<file path="src/rtl/param_muldiv_unit.sv">
// Iterative multiply/divide unit: one shift-add (MUL) or restoring (DIV) step per cycle
// on operand magnitudes, with sign correction in a final FIX cycle.
module param_muldiv_unit #(
    parameter  int WIDTH = 32,
    localparam int CNT_W = $clog2(WIDTH) + 1
) (
    input  logic             clk,
    input  logic             clear,
    input  logic             start,
    input  logic [1:0]       op,
    input  logic [WIDTH-1:0] a,
    input  logic [WIDTH-1:0] b,
    output logic             busy,
    output logic             done,
    output logic [WIDTH-1:0] hi,
    output logic [WIDTH-1:0] lo,
    output logic             div_by_zero
);

    typedef enum logic [1:0] {IDLE, MUL, DIV, FIX} state_t;

    state_t             state_q, state_d;
    logic [CNT_W-1:0]   cnt_q, cnt_d;
    logic [WIDTH-1:0]   opd_q, opd_d;
    logic [WIDTH-1:0]   araw_q, araw_d;
    logic [2*WIDTH-1:0] acc_q, acc_d;
    logic               neg_q, neg_d, dsign_q, dsign_d, isdiv_q, isdiv_d;
    logic [WIDTH-1:0]   hi_q, hi_d, lo_q, lo_d;
    logic               done_q, done_d, dbz_q, dbz_d;

    logic [WIDTH-1:0]   a_mag, b_mag, diff, quot, rem;
    logic [WIDTH:0]     sum, rem_sh;
    logic               ge;
    logic [2*WIDTH-1:0] prod;

    always_ff @(posedge clk) begin
        if (clear) begin
            state_q <= IDLE;
            cnt_q   <= '0;
            opd_q   <= '0;
            araw_q  <= '0;
            acc_q   <= '0;
            neg_q   <= 1'b0;
            dsign_q <= 1'b0;
            isdiv_q <= 1'b0;
            hi_q    <= '0;
            lo_q    <= '0;
            done_q  <= 1'b0;
            dbz_q   <= 1'b0;
        end else begin
            state_q <= state_d;
            cnt_q   <= cnt_d;
            opd_q   <= opd_d;
            araw_q  <= araw_d;
            acc_q   <= acc_d;
            neg_q   <= neg_d;
            dsign_q <= dsign_d;
            isdiv_q <= isdiv_d;
            hi_q    <= hi_d;
            lo_q    <= lo_d;
            done_q  <= done_d;
            dbz_q   <= dbz_d;
        end
    end

    always_comb begin
        state_d = state_q;
        unique case (state_q)
            IDLE:    if (start) state_d = op[0] ? DIV : MUL;
            MUL,
            DIV:     if (cnt_q == CNT_W'(1)) state_d = FIX;
            FIX:     state_d = IDLE;
            default: state_d = IDLE;
        endcase
    end

    always_comb begin
        busy        = (state_q == MUL) || (state_q == DIV);
        done        = done_q;
        hi          = hi_q;
        lo          = lo_q;
        div_by_zero = dbz_q;
    end

    // Datapath: signed ops run on magnitudes; the signs are reapplied in FIX.
    always_comb begin
        cnt_d   = cnt_q;
        opd_d   = opd_q;
        araw_d  = araw_q;
        acc_d   = acc_q;
        neg_d   = neg_q;
        dsign_d = dsign_q;
        isdiv_d = isdiv_q;
        hi_d    = hi_q;
        lo_d    = lo_q;
        done_d  = 1'b0;
        dbz_d   = dbz_q;

        a_mag  = (!op[1] && a[WIDTH-1]) ? -a : a;
        b_mag  = (!op[1] && b[WIDTH-1]) ? -b : b;
        sum    = {1'b0, acc_q[2*WIDTH-1:WIDTH]} + (acc_q[0] ? {1'b0, opd_q} : '0);
        rem_sh = {acc_q[2*WIDTH-1:WIDTH], acc_q[WIDTH-1]};
        ge     = rem_sh >= {1'b0, opd_q};
        diff   = rem_sh[WIDTH-1:0] - opd_q;
        prod   = neg_q ? -acc_q : acc_q;
        quot   = neg_q ? -acc_q[WIDTH-1:0] : acc_q[WIDTH-1:0];
        rem    = dsign_q ? -acc_q[2*WIDTH-1:WIDTH] : acc_q[2*WIDTH-1:WIDTH];

        unique case (state_q)
            IDLE: if (start) begin
                cnt_d   = CNT_W'(WIDTH);
                araw_d  = a;
                isdiv_d = op[0];
                neg_d   = !op[1] && (a[WIDTH-1] ^ b[WIDTH-1]);
                dsign_d = !op[1] && a[WIDTH-1];
                // MUL: multiplier in the low half, multiplicand held aside.
                // DIV: dividend in the low half (quotient side), divisor held aside.
                opd_d   = op[0] ? b_mag : a_mag;
                acc_d   = {{WIDTH{1'b0}}, op[0] ? a_mag : b_mag};
            end
            MUL: begin
                acc_d = {sum, acc_q[WIDTH-1:1]};
                cnt_d = cnt_q - CNT_W'(1);
            end
            DIV: begin
                acc_d = {ge ? diff : rem_sh[WIDTH-1:0], acc_q[WIDTH-2:0], ge};
                cnt_d = cnt_q - CNT_W'(1);
            end
            FIX: begin
                done_d = 1'b1;
                dbz_d  = isdiv_q && (opd_q == '0);
                if (!isdiv_q) begin
                    hi_d = prod[2*WIDTH-1:WIDTH];
                    lo_d = prod[WIDTH-1:0];
                end else if (opd_q == '0) begin
                    hi_d = araw_q;
                    lo_d = '1;
                end else begin
                    hi_d = rem;
                    lo_d = quot;
                end
            end
            default: ;
        endcase
    end

endmodule

</file>
<file path="config.mk">
export PLATFORM = sky130hd
export DESIGN_NAME = param_muldiv_unit
export DESIGN_NICKNAME = d
export VERILOG_FILES = /design/src/rtl/param_muldiv_unit.sv
export SDC_FILE = /design/constraint.sdc
export NUM_CORES = 1
export LEC_CHECK = 0
export BUFFER_PORTS_ARGS = -buffer_cell sky130_fd_sc_hd__buf_2
export CORE_MARGIN = 8
export CORE_UTILIZATION = 60
export CTS_BUF_LIST = sky130_fd_sc_hd__clkbuf_16
export DETAILED_ROUTE_END_ITERATION = 8
export GPL_TIMING_DRIVEN = 0
export PLACE_DENSITY = 0.82
export SKIP_CTS_REPAIR_TIMING = 1
export SYNTH_ARGS = -nofsm -noshare
export SYNTH_HDL_FRONTEND = slang
export SYNTH_SLANG_ARGS = --single-unit
</file>
<file path="constraint.sdc">
create_clock -name clk -period 6 [get_ports clk]
set_clock_uncertainty 0.05 [all_clocks]
set_input_delay 0.6 -clock clk [delete_from_list [all_inputs] [get_ports clk]]
set_output_delay 0.6 -clock clk [all_outputs]
set_load 0.02 [all_outputs]
</file>
==> qor.yml <==
grt_setup_unrepaired: "false"
finalSetupViolations: 0
top_layer_used: "met4"
cts_tree: "yes"
worstHoldStart: "a[30]"
drcViolationCount: 0
htreeDepth: 1
cp_max_fo: 10
syn_inst: 2266
cts_root_buffer: "clkbuf_16"
hold_violations: 0
grt_antenna_before_repair: 3
fin_tns_setup_ps: 0
synth_top_area_share: 0.247
track_usage: 0.393
first_pass_iters: 7
hp-class: "input port to register"
wirelength_um: 68600
worst_pin_slew_ps: 1120
gp_congestion: 1.06
die_area_um2: 33300
grt_max_degree: 14
fp.dieH_um: 182
netlist_top_cells_count: "nor2_1 (260), nand2_1 (236), a21oi_1 (226)"
synth_async_sr_flop_share: 0
syn_nets: 2411
fin_nets: 2570
cp_cell_sequence: "clkinv_1 -> clkbuf_1 -> nor2_1 -> ha_1 -> clkbuf_1 -> nand4_1 -> o211ai_1 -> a2111oi_0 -> a2bb2oi_1 -> a21oi_1 -> o21ai_1 -> a211oi_1 -> o221a_2 -> a2111o_1"
hpwl_um: 53400
ys_seq_elements: 205
pwr-share-comb: 0.485
wl_met1_um: 27300
grt_pass1_wl_um: 102000
path_class: "register to register"
avgRoutedWirePerCell_um: 24.3
slew_violations: 0
clk_pin_slew_ps: 70
crit_slowest_cell: "a2111oi_0"
r2r-start: "acc_q[0]"
max_freq_mhz: 211
p_per_area_nw_per_um2: 362
ys_types: 85
synth_edf_count: 0
final_core_util: 0.674
core_um2: 27600
grt_pass1_vias: 17300
cap_violations: 0
max_slew_margin: 0.255
port_buffers: 133
num-fill-cells: 2460
period_share: 0.791
finalCriticalPeriod_ps: 4750
vdd_drop_max_v: 0.000375
register_area_um2: 4100
worstPathRequired_ps: 6380
syn_to_final_growth_pct: 11.7
yosysMostFrequentCell: "nor2_1"
io_pins: 136
synth_top_area_cell: "dfxtp_1"
yosys-top-cells-area: "dfxtp_1 (25%), a21oi_1 (6.8%), nor2_1 (5.9%)"
cp-end-kind: "register"
ctsLongestPathBuffers: 3
clkSinkCount: 205
critPathLaunch: "acc_q[0]"
wl_met3_um: 9470
p_leak_nw: 7.67
p_int_w: 0.00352
vias: 18900
yosysSeqAreaShare: 0.247
vias_per_cell: 6.71
arrival_ps: 5130
synth.avg_cell_area_um2: 7.34
netSwitchingFraction: 0.476
syn_area_um2: 16600
drt_iter0_drc: 2401
rows: 61
grt_overflow_total: 0
synth_top_flop_cell: "dfxtp_1"
start_util: 0.604
switchingPower_w: 0.00320
ant_nets: 0
status: "finished, final reports clean"
seqPwrFrac: 0.287
critPathMaxStageDelay_ps: 670
power.share.clock: 0.228
ys_warn_count: 0
dr_wl_met2_um: 27900
multiInputGateArea_um2: 11500
startpoint_type: "register"
drive_above_1_share: 0.0954
clk_latency_ps: 560
cts_buffers: 24
crit_top_cell: "clkbuf_1"
fp.dieW_um: 182
==> final timing paths <==
path                 to  slack [ps]  depth (start not counted)
max           acc_q[63]        1250                         14
max reg2reg   acc_q[63]        1250                         14
min reg2reg  araw_q[11]         410                          2
min          araw_q[30]         280                          3
==> cell families (layout without fill, tap and decap cells) <==
kind of cell	after synthesis	in the layout	synth area share
and+or+nand+nor	743	743	0.212
xor gates and xnor gates	200	200	0.105
buffers and inverters	269	446	0.0642
DFF	205	205	0.247
other	0	1	0
AOI/OAI and AO/OA	744	744	0.296
adders and majority gates	76	76	0.0581
muxes	29	29	0.0178
==> metrics by stage <==
step	hold slack, ps	worst slack [ps]	power (W)	area (um^2)	instances
after floorplan	382	2780	0.00399	16600	2266
after global placement	397	1680	0.00495	17800	2777
after detailed placement	405	1410	0.00502	17800	2777
after CTS	283	1370	0.00653	18600	2821
after global routing	290	1130	0.00699	18600	2822
final	282	1250	0.00672	18600	2822
==> metal layers <==
metal,global-route usage,up-vias
met5,0,-
met4,0.205,0
met3,0.0988,240
met2,0.573,1381
met1,0.526,8823
li1,-,8478
==> registers in the layout (all words and copies together) (netlist names) <==
signal / count
div_by_zero: 1
opd_q: 32
neg_q: 1
acc_q: 64
dsign_q: 1
lo: 32
done: 1
cnt_q: 6
isdiv_q: 1
araw_q: 32
hi: 32
state_q: 2
==> power by group through the flow <==
stage	Combinational (W)	Clock [W]	Sequential (W)
6_report	0.00326	0.00153	0.00193
3_3_place_gp	0.00304	0	0.00192
2_1_floorplan	0.00212	0	0.00187
3_5_place_dp	0.00309	0	0.00193
5_1_grt	0.00346	0.00159	0.00194
4_1_cts	0.00312	0.00151	0.00190
==> layout make-up <==
cell class | instances | area share
Antenna cell | 1 | 0.000135
Buffer | 184 | 0.0403
Clock buffer | 24 | 0.0323
Clock inverter | 20 | 0.0107
Tap cell | 378 | 0.0255
Sequential cell | 205 | 0.221
Inverter | 85 | 0.0172
Multi-Input combinational cell | 1792 | 0.617
Timing Repair Buffer | 133 | 0.0358
==> worst max-delay path, delay by kind of cell (launching register included) <==
family	cells	cell delay, ps
buffers and inverters	3	900
adder cells (fa/ha/maj)	1	240
AND/OR/NAND/NOR	2	430
flip-flops	1	490
AO/OA/AOI/OAI	8	2480
==> cell usage in the layout (no fill, tap or decap), drive strengths merged, types with 12 or more instances in the layout <==
cell / n
o21bai: 12
or3: 15
nor2b: 13
nor3: 32
nand3: 32
nor2: 260
a21oi: 226
a31oi: 16
clkbuf: 178
a221o: 13
a22o: 16
nor4: 28
clkinv: 13
xnor2: 89
ha: 74
nand2: 236
a211oi: 97
o21ai: 130
and2: 13
a21o: 23
nand4: 23
mux2i: 24
o41ai: 21
o211ai: 53
a22oi: 23
nand2b: 27
buf: 163
dfxtp: 205
o31ai: 32
and3: 15
xor2: 111
or4: 17
inv: 84
No activity file was read; power rests on OpenSTA's default activity.
